--- config.mk ---
export PLATFORM = sky130hd
export DESIGN_NAME = lsu_mem_initiator_flat
export DESIGN_NICKNAME = d
export VERILOG_FILES = /design/src/rtl/lsu_pkg.sv /design/src/rtl/lsu_mem_initiator_if.sv /design/src/rtl/lsu_load_align.sv /design/src/rtl/lsu_mem_initiator.sv /design/src/flat_wrapper.sv
export SDC_FILE = /design/constraint.sdc
export NUM_CORES = 1
export LEC_CHECK = 0
export CAP_MARGIN = 20
export CORE_MARGIN = 5
export CORE_UTILIZATION = 30
export CTS_BUF_LIST = sky130_fd_sc_hd__clkbuf_4 sky130_fd_sc_hd__clkbuf_8
export DETAILED_ROUTE_END_ITERATION = 10
export SLEW_MARGIN = 15
export SYNTH_ARGS = -nofsm -noshare
export SYNTH_HDL_FRONTEND = slang
export SYNTH_SLANG_ARGS = --single-unit
--- constraint.sdc ---
create_clock -name clk -period 2.5 [get_ports clk]
set_input_delay 0.25 -clock clk [delete_from_list [all_inputs] [get_ports clk]]
set_output_delay 0.25 -clock clk [all_outputs]
set_load 0.02 [all_outputs]
--- src/rtl/lsu_pkg.sv ---
// Shared constants and helpers for the LSU memory initiator: opcodes, funct3 codes,
// FSM state encodings, response error codes and the store lane/byte-enable helpers.
package lsu_pkg;

  localparam logic [6:0] OP_LOAD  = 7'b0000011;
  localparam logic [6:0] OP_STORE = 7'b0100011;

  localparam logic [2:0] F3_B  = 3'b000;
  localparam logic [2:0] F3_H  = 3'b001;
  localparam logic [2:0] F3_W  = 3'b010;
  localparam logic [2:0] F3_BU = 3'b100;
  localparam logic [2:0] F3_HU = 3'b101;

  localparam logic [1:0] S_IDLE   = 2'd0;
  localparam logic [1:0] S_REQ    = 2'd1;
  localparam logic [1:0] S_WAIT_R = 2'd2;
  localparam logic [1:0] S_RESP   = 2'd3;

  localparam logic [1:0] ERR_OK      = 2'b00;
  localparam logic [1:0] ERR_ALIGN   = 2'b01;
  localparam logic [1:0] ERR_TIMEOUT = 2'b10;

  // size is funct3[1:0]: 00 byte, 01 half, 10 word
  function automatic logic [3:0] byte_en(input logic [1:0] size, input logic [1:0] lo);
    case (size)
      2'b00:   byte_en = 4'b0001 << lo;
      2'b01:   byte_en = 4'b0011 << {lo[1], 1'b0};
      default: byte_en = 4'b1111;
    endcase
  endfunction

  function automatic logic [31:0] lane_data(input logic [1:0] size, input logic [31:0] d);
    case (size)
      2'b00:   lane_data = {4{d[7:0]}};
      2'b01:   lane_data = {2{d[15:0]}};
      default: lane_data = d;
    endcase
  endfunction

endpackage

--- src/rtl/lsu_mem_initiator_if.sv ---
// Bundle of the pipeline request, memory port and writeback response signals.
// A request transfers on a clock edge where req_valid & req_ready are both 1; mem_req is held with
// stable address/data until the edge where mem_gnt is 1; rsp_valid is a single-cycle pulse.
interface lsu_mem_initiator_if #(parameter int ADDR_W = 10);
  logic              req_valid;
  logic              req_ready;
  logic [31:0]       ex_mem_instr;
  logic [31:0]       addr;
  logic [31:0]       rs2_val;
  logic              mem_req;
  logic              mem_we;
  logic [ADDR_W-1:0] mem_addr;
  logic [3:0]        mem_be;
  logic [31:0]       mem_wdata;
  logic              mem_gnt;
  logic              mem_rvalid;
  logic [31:0]       mem_rdata;
  logic              rsp_valid;
  logic [31:0]       rsp_data;
  logic [1:0]        rsp_err;

  modport master (
    input  req_valid, ex_mem_instr, addr, rs2_val, mem_gnt, mem_rvalid, mem_rdata,
    output req_ready, mem_req, mem_we, mem_addr, mem_be, mem_wdata, rsp_valid, rsp_data, rsp_err
  );

  modport slave (
    output req_valid, ex_mem_instr, addr, rs2_val, mem_gnt, mem_rvalid, mem_rdata,
    input  req_ready, mem_req, mem_we, mem_addr, mem_be, mem_wdata, rsp_valid, rsp_data, rsp_err
  );
endinterface

--- src/rtl/lsu_load_align.sv ---
// Combinational load extraction: picks the byte/half lane from the read word and
// sign- or zero-extends it according to funct3.
module lsu_load_align
  import lsu_pkg::*;
(
  input  logic [31:0] rdata,
  input  logic [1:0]  addr_lo,
  input  logic [2:0]  funct3,
  output logic [31:0] data
);
  logic [7:0]  lane_b;
  logic [15:0] lane_h;

  always_comb begin
    lane_b = rdata[{addr_lo, 3'b000} +: 8];
    lane_h = addr_lo[1] ? rdata[31:16] : rdata[15:0];
    case (funct3)
      F3_B:    data = {{24{lane_b[7]}}, lane_b};
      F3_BU:   data = {24'h0, lane_b};
      F3_H:    data = {{16{lane_h[15]}}, lane_h};
      F3_HU:   data = {16'h0, lane_h};
      F3_W:    data = rdata;
      default: data = 32'h0;
    endcase
  end
endmodule

--- src/rtl/lsu_mem_initiator.sv ---
// Load/store initiator: accepts one request, drives a req/gnt/rvalid word-addressed memory port,
// and returns an extended load result or an error code as a single-cycle response.
module lsu_mem_initiator
  import lsu_pkg::*;
#(
  parameter int ADDR_W      = 10,
  parameter int TIMEOUT_CYC = 16
) (
  input  logic                clk,
  input  logic                rst_n,
  lsu_mem_initiator_if.master bus,
  output logic [1:0]          dbg_state
);
  localparam int CNT_W = $clog2(TIMEOUT_CYC + 1);

  logic [1:0]        state;
  logic [2:0]        f3_q;
  logic [1:0]        lo_q;
  logic              we_q;
  logic [ADDR_W-1:0] addr_q;
  logic [3:0]        be_q;
  logic [31:0]       wdata_q;
  logic [31:0]       data_q;
  logic [1:0]        err_q;
  logic [CNT_W-1:0]  cnt;

  logic [6:0]       opcode;
  logic [2:0]       f3;
  logic             is_load;
  logic             is_store;
  logic             f3_ok;
  logic             misaligned;
  logic [CNT_W-1:0] cnt_next;
  logic [31:0]      load_data;
  logic             unused_bits;

  always_comb begin
    opcode     = bus.ex_mem_instr[6:0];
    f3         = bus.ex_mem_instr[14:12];
    is_load    = (opcode == OP_LOAD);
    is_store   = (opcode == OP_STORE);
    f3_ok      = is_load ? (f3 inside {F3_B, F3_H, F3_W, F3_BU, F3_HU})
                         : (f3 inside {F3_B, F3_H, F3_W});
    misaligned = ((f3[1:0] == 2'b01) && bus.addr[0]) ||
                 ((f3[1:0] == 2'b10) && (bus.addr[1:0] != 2'b00));
    cnt_next   = cnt + 1'b1;
  end

  // Address bits above the word range are dropped so addresses wrap.
  assign unused_bits = ^{bus.ex_mem_instr[31:15], bus.ex_mem_instr[11:7], bus.addr[31:ADDR_W+2]};

  lsu_load_align u_align (
    .rdata   (bus.mem_rdata),
    .addr_lo (lo_q),
    .funct3  (f3_q),
    .data    (load_data)
  );

  always_ff @(posedge clk or negedge rst_n) begin
    if (!rst_n) begin
      state   <= S_IDLE;
      f3_q    <= '0;
      lo_q    <= '0;
      we_q    <= 1'b0;
      addr_q  <= '0;
      be_q    <= '0;
      wdata_q <= '0;
      data_q  <= '0;
      err_q   <= ERR_OK;
      cnt     <= '0;
    end else begin
      case (state)
        S_IDLE: begin
          if (bus.req_valid) begin
            f3_q   <= f3;
            lo_q   <= bus.addr[1:0];
            we_q   <= is_store;
            data_q <= '0;
            err_q  <= ERR_OK;
            cnt    <= '0;
            if (is_load || is_store) begin
              if (!f3_ok || misaligned) begin
                err_q <= ERR_ALIGN;
                state <= S_RESP;
              end else begin
                addr_q  <= bus.addr[ADDR_W+1:2];
                be_q    <= byte_en(f3[1:0], bus.addr[1:0]);
                wdata_q <= lane_data(f3[1:0], bus.rs2_val);
                state   <= S_REQ;
              end
            end else begin
              state <= S_RESP;
            end
          end
        end
        S_REQ: begin
          if (bus.mem_gnt) state <= we_q ? S_RESP : S_WAIT_R;
        end
        S_WAIT_R: begin
          // Read data wins over a timeout landing in the same cycle.
          if (bus.mem_rvalid) begin
            data_q <= load_data;
            state  <= S_RESP;
          end else if (cnt_next == CNT_W'(TIMEOUT_CYC)) begin
            err_q <= ERR_TIMEOUT;
            state <= S_RESP;
          end else begin
            cnt <= cnt_next;
          end
        end
        S_RESP:  state <= S_IDLE;
        default: state <= S_IDLE;
      endcase
    end
  end

  assign bus.req_ready = (state == S_IDLE);
  assign bus.mem_req   = (state == S_REQ);
  assign bus.mem_we    = (state == S_REQ) && we_q;
  assign bus.mem_addr  = addr_q;
  assign bus.mem_be    = be_q;
  assign bus.mem_wdata = wdata_q;
  assign bus.rsp_valid = (state == S_RESP);
  assign bus.rsp_data  = data_q;
  assign bus.rsp_err   = err_q;
  assign dbg_state     = state;
endmodule

--- src/flat_wrapper.sv ---
// flat-port wrapper written by rule: the top's interface ports become plain ports
module lsu_mem_initiator_flat import lsu_pkg::*;
#(
  parameter int ADDR_W      = 10,
  parameter int TIMEOUT_CYC = 16
)
  (clk, rst_n, dbg_state, bus_req_valid, bus_ex_mem_instr, bus_addr, bus_rs2_val, bus_mem_gnt, bus_mem_rvalid, bus_mem_rdata, bus_req_ready, bus_mem_req, bus_mem_we, bus_mem_addr, bus_mem_be, bus_mem_wdata, bus_rsp_valid, bus_rsp_data, bus_rsp_err);
  lsu_mem_initiator_if #(.ADDR_W(ADDR_W)) bus_i ();
  input  logic clk;
  input  logic rst_n;
  output logic [1:0] dbg_state;
  input wire logic [$bits(bus_i.req_valid)-1:0] bus_req_valid;
  input wire logic [$bits(bus_i.ex_mem_instr)-1:0] bus_ex_mem_instr;
  input wire logic [$bits(bus_i.addr)-1:0] bus_addr;
  input wire logic [$bits(bus_i.rs2_val)-1:0] bus_rs2_val;
  input wire logic [$bits(bus_i.mem_gnt)-1:0] bus_mem_gnt;
  input wire logic [$bits(bus_i.mem_rvalid)-1:0] bus_mem_rvalid;
  input wire logic [$bits(bus_i.mem_rdata)-1:0] bus_mem_rdata;
  output wire logic [$bits(bus_i.req_ready)-1:0] bus_req_ready;
  output wire logic [$bits(bus_i.mem_req)-1:0] bus_mem_req;
  output wire logic [$bits(bus_i.mem_we)-1:0] bus_mem_we;
  output wire logic [$bits(bus_i.mem_addr)-1:0] bus_mem_addr;
  output wire logic [$bits(bus_i.mem_be)-1:0] bus_mem_be;
  output wire logic [$bits(bus_i.mem_wdata)-1:0] bus_mem_wdata;
  output wire logic [$bits(bus_i.rsp_valid)-1:0] bus_rsp_valid;
  output wire logic [$bits(bus_i.rsp_data)-1:0] bus_rsp_data;
  output wire logic [$bits(bus_i.rsp_err)-1:0] bus_rsp_err;
  assign bus_i.req_valid = bus_req_valid;
  assign bus_i.ex_mem_instr = bus_ex_mem_instr;
  assign bus_i.addr = bus_addr;
  assign bus_i.rs2_val = bus_rs2_val;
  assign bus_i.mem_gnt = bus_mem_gnt;
  assign bus_i.mem_rvalid = bus_mem_rvalid;
  assign bus_i.mem_rdata = bus_mem_rdata;
  assign bus_req_ready = bus_i.req_ready;
  assign bus_mem_req = bus_i.mem_req;
  assign bus_mem_we = bus_i.mem_we;
  assign bus_mem_addr = bus_i.mem_addr;
  assign bus_mem_be = bus_i.mem_be;
  assign bus_mem_wdata = bus_i.mem_wdata;
  assign bus_rsp_valid = bus_i.rsp_valid;
  assign bus_rsp_data = bus_i.rsp_data;
  assign bus_rsp_err = bus_i.rsp_err;
  lsu_mem_initiator #(.ADDR_W(ADDR_W), .TIMEOUT_CYC(TIMEOUT_CYC)) u_core (.clk(clk), .rst_n(rst_n), .bus(bus_i), .dbg_state(dbg_state));
endmodule
* Yosys cells after proc, flatten, opt, wreduce, memory -nomap -nowiden *
Cells that the tools add are included.

word-level totals
  register bits = 93
  input bits = 133
  output and inout bits = 86
  logic and storage cells = 85

cells by class
  add/subtract/negate cells = 1
  equal/unequal tests = 23
  shifts and indexed selects = 3
  mux-type cells = 26
  bitwise logic cells = 1
  reductions and logical operators = 21

operators by type and width
  operator             count
  $pmux 32 s5          1
  $pmux 32 s2          2
  $mux 32              2
  $shiftx 32x6->8      1
  $mux 2               10
  $mux 16              1
  $mux 5               3
  $eq 3x3->1 const B   4
  $reduce_and 4->1     3
  $ne 2x2->1 const B   5
  $pmux 5 s2           1
  $pmux 2 s4           1
  $pmux 4 s2           1
  $eq 7x2->1 const B   1
  $eq 7x6->1 const B   1
  $eq 2x2->1 const B   3
  $eq 3x1->1 const B   2
  $eq 3x2->1 const B   2
  $logic_not 3->1      2
  $reduce_and 3->1     2
  $add 5x1->5 const B  1
  $eq 5x5->1 const B   1
  $reduce_bool 5->1    1
  $eq 2x1->1 const B   2
  other kinds (14)     22

* Logic depth before layout (Yosys ltp) *
  word-level depth = 9
  mapped depth = 8
  mapped depth without buffers = 7

* Modules after synthesis *
From an unflattened synthesis, not the netlist that was laid out.

unflattened totals
  cells, all modules = 488
  area total of the unflattened synthesis = 4815.9 sq um

modules (own cells, without submodules)
  module             times used  cells an instance  area an instance (sq um)  sequential area each (sq um)
  lsu_mem_initiator  1           379                4003.8                    2327.2
  lsu_load_align     1           109                812.0                     0.0

* Least setup slack after synthesis *
OpenSTA, ideal clock, no wires.

  path type = reg-to-reg
  start = register u_core.state[0] (netlist: u_core.dbg_state[0])
  end = register u_core.addr_q[0] (netlist: u_core.bus.mem_addr[0])
  library setup time = 0.125 ns
  data arrival time = 2.249 ns
  data required time = 2.375 ns
  path slack = 0.126 ns
  cell stages (with the launch flop) = 8
  path buffers = 2
  clock period less this slack = 2.374 ns
  cells stage by stage = dfrtp_1 -> inv_1 -> ha_1 -> nand2_1 -> or3b_1 -> buf_6 -> buf_8 -> mux2_4

between the ends
  longest elaborated chain between the ends = 2

RTL lines
  what                               line                     RTL
  start, declared                    lsu_mem_initiator.sv:16  logic [1:0] state;
  start signal, assigned             lsu_mem_initiator.sv:97  if (bus.mem_gnt) state <= we_q ? S_RESP : S_WAIT_R;
  $logic_not 2->1                    n/a
  via bus_req_ready                  flat_wrapper.sv:19       output wire logic [$bits(bus_i.req_ready)-1:0] bus_req_ready;
  $reduce_and 4->1 (no source line)  n/a
  end signal, assigned               lsu_mem_initiator.sv:86  addr_q <= bus.addr[ADDR_W+1:2];
  end, declared                      lsu_mem_initiator.sv:20  logic [ADDR_W-1:0] addr_q;

The timed path passes the listed nets, and every way through them passes these cells.
A chain may end at the register's enable or synchronous reset.

* Worst setup path in the final report *
  start = register u_core.state[0] (netlist: u_core.dbg_state[0])
  end = register u_core.data_q[26] (netlist: u_core.bus.rsp_data[26])

between the ends
  longest elaborated chain between the ends = 3
  elaborated cells on any way between the ends = 7
  those cells by class = eq/ne: 3; mux: 1; reduce/logical: 3

RTL lines
  what                                                              line                      RTL
  $eq 2x2->1 or $logic_not 2->1 (tied branches)                     lsu_mem_initiator.sv:72   case (state)
  $ne 2x2->1 (no source line) or $reduce_bool 2->1 (tied branches)  n/a
  $reduce_and 3->1 (no source line)                                 n/a
  end signal, assigned                                              lsu_mem_initiator.sv:102  data_q <= load_data;
  end, declared                                                     lsu_mem_initiator.sv:23   logic [31:0] data_q;

Parallel ways exist; a longest one is shown, timed or not.

==> flow_metrics.tcl <==
set metrics [dict create \
    syn-cell-area_um2 4460 \
    finClkSkew_ps 10.8 \
    seqCellArea_um2 2330 \
    path_buf_inv 1 \
    design.core.area_um2 14600 \
    drv_cap 0 \
    p_total_mw 5.25 \
    drt_iter0_markers 203 \
    multiInputGateArea_um2 2000 \
    grt_pass1_vias 4239 \
    die_y_um 132 \
    clk_path_buf_depth 2 \
    hold_slack_ps 292 \
    yosys_most_used_dff "dfrtp_1" \
    fill_cells 1388 \
    rows 44 \
    synth_edf_count 0 \
    yosysSeqAreaShare_pct 52.1 \
    dp_hpwl_um 10600 \
    cts_setup_buffers 0 \
    grt_pass1_wl_um 23200 \
    initial_core_util_pct 30.6 \
    slew_headroom_pct 34.6 \
    rsz0062_at_grt "no" \
    drt_first_pass_iters 6 \
    max_stage_delay_ps 780 \
    fin_tns_setup_ps 0 \
    rr_endpoint "u_core.bus.rsp_data[26]" \
    final_cell_mix "175 x clkdlybuf4s50_1, 93 x dfrtp_1, 67 x nand2_1, 51 x o21ai_0, 30 x mux2i_1" \
    grt-busiest-layer "met2" \
    yosys_warnings 0 \
    crit_path_max_fanout 16 \
    antenna_cells 0 \
    crit_slowest_cell "nor4_4" \
    met2_usage_pct 26.7 \
    vias 3893 \
    layout_commonest_cell "clkdlybuf4s50_1" \
    synthArstFlopShare_pct 100 \
    fin_cells 768 \
    cts.sinks 93 \
    min_period_over_period_pct 89.9 \
    hold_class "primary input to async pin" \
    use_met3_pct 6.87 \
    worstReg2RegStart "u_core.dbg_state[0]" \
    dpl_worst_slack_ps -28.2 \
    crit_chain "inv_1 -> ha_1 -> nand2b_1 -> nand3_1 -> nor4_4 -> a221o_1" \
    drc_errors 0 \
    wl_um 14300 \
    cpLargestDelayFamily "simple AND/OR/NAND/NOR gates" \
    critPathLaunchType "register" \
    final-setup-viol-count 0 \
    crit_type "register to register" \
    syn_inst 404 \
    worst_setup_path_end_kind "register" \
    antenna_found_initial 0 \
    vias_per_cell 5.07 \
    max-vdd-ir-drop_uv 248 \
    syn_area_per_cell_um2 11.1 \
    fin_nets 720 \
    slew_viol_final 0 \
    gr-total-overflow 0 \
    status "complete, no violations" \
    drive_gt1_share_pct 11.1 \
    ff2ff_path_depth 6 \
    cts_tree "built" \
    required_ps 2810 \
    grt_start_max_net_pins 75 \
    grt_use_total_pct 16.6 \
    gp_congestion 0.850 \
    clock_latency_ps 370 \
    powerDensity_nw_per_um2 790 \
    finalHoldViolCount 0 \
    clk_pin_slew_ps 90 \
    drt.antenna.violating_nets 0 \
    max_freq_ghz 0.445 \
    use_met1_pct 20.0 \
    arrival_ps 2550 \
    layout_setup_ws_ps 254 \
    numCtsBuffers 9 \
    p_leak_nw 2.88 \
    dp.cells 753 \
    htreeDepth 3 \
    fin_crit_ps 2250 \
    synthToLayoutAreaGrowth_pct 48.9 \
    wl_per_cell_um 18.6 \
    syn_nets 543 \
    worstMarginPinSlew_ps 973 \
    die_w_um 132 \
    yosysUniqueCellTypes 45 \
    r2r_slack_ps 250 \
    ys_seq_elements 93 \
    io-pin-count 219 \
    dieArea_um2 17400 \
    placement.io_buffers 176 \
    clock-root-buffer "clkbuf_8" \
]
==> worst register-to-register path: cells and delay by family, from the launching register on <==
family / cells / cell delay, ps
compound gates: 1 / 240
fa+ha+maj: 1 / 300
buf+inv: 1 / 110
flops: 1 / 420
simple gates: 3 / 1120
==> kinds of logic (layout without fill, tap and decap cells) <==
logic type      count (synthesis)  in the layout  synth area share (%)
flops                          93             93                  52.1
buf+inv                        29            209                  3.11
xor+xnor                        3              3                 0.589
mux                            60             60                  15.7
fa+ha+maj                       6              6                  1.68
simple gates                  105            105                  10.5
compound gates                108            108                  16.3
==> cell usage after synthesis, types with 2 or more instances <==
cell / count / area share [%]
nor2_1: 15 / 1.3
nor3b_1: 2 / 0.34
buf_1: 3 / 0.25
mux2_2: 15 / 3.8
a221o_1: 16 / 3.6
nand2b_1: 4 / 0.56
xnor2_1: 2 / 0.39
nand3_1: 4 / 0.45
buf_6: 2 / 0.50
o21ai_0: 51 / 5.7
mux2i_1: 30 / 6.7
or2_2: 2 / 0.28
buf_2: 3 / 0.34
clkbuf_1: 15 / 1.3
nor4_1: 2 / 0.28
a21oi_1: 13 / 1.5
a221oi_1: 9 / 1.8
mux2_4: 14 / 4.7
nor2b_1: 3 / 0.42
nand2_1: 67 / 5.6
ha_1: 6 / 1.7
o22ai_1: 2 / 0.28
dfrtp_1: 93 / 52
a222oi_1: 6 / 1.3
inv_1: 5 / 0.42
==> sequential cells by signal, summed over array words and instances, names as in the netlist <==
signal,flops
u_core.we_q,1
u_core.bus.mem_addr,10
u_core.lo_q,2
u_core.bus.rsp_err,2
u_core.bus.rsp_data,32
u_core.dbg_state,2
u_core.bus.mem_wdata,32
u_core.cnt,5
u_core.f3_q,3
u_core.bus.mem_be,4
==> how the worst max path moves through the flow <==
stage	from	to	slack, ps	cells past startpoint
after floorplan	u_core.dbg_state[0]	u_core.bus.mem_addr[0]	130	7
after global placement	bus_req_valid	u_core.bus.rsp_data[19]	80	5
after detailed placement	u_core.dbg_state[0]	u_core.bus.rsp_data[26]	-30	6
after CTS	u_core.dbg_state[0]	u_core.bus.rsp_data[26]	220	6
after global routing	u_core.dbg_state[0]	u_core.bus.rsp_data[26]	60	6
final	u_core.dbg_state[0]	u_core.bus.rsp_data[26]	250	6
==> through the flow <==
stage               utilization, %  instance area, um^2
floorplan                        -                 4460
global placement              44.3                 6460
detailed placement            44.3                 6460
finish                        45.6                 6650
CTS                           45.6                 6650
global route                  45.6                 6650
==> where the power goes <==
part / leakage, nW / switching [mW] / internal, mW
clock network: 0.0947 / 0.546 / 0.449
registers: 1.27 / 0.223 / 1.76
logic: 1.52 / 1.21 / 1.05
==> cell type report <==
type | count | share of cell area, %
Sequential cell | 93 | 35.0
Timing Repair Buffer | 190 | 28.5
Clock buffer | 9 | 1.86
Tap cell | 184 | 3.46
Clock inverter | 5 | 0.809
Inverter | 5 | 0.282
Multi-Input combinational cell | 282 | 30.1
==> metal layers <==
layer	share of wire, %	wire, um
met3	11	1560
met2	47	6680
met5	0	0
met1	41	5830
met4	1.7	237
==> repair_timing <==
item | in CTS | in global routing
endpoints found under the hold margin | 15 | 0
setup endpoints to repair | 16 | 0
gates resized for setup | 1 | 0
hold buffers | 1 | 0
Power figures use the tool's default switching activity.
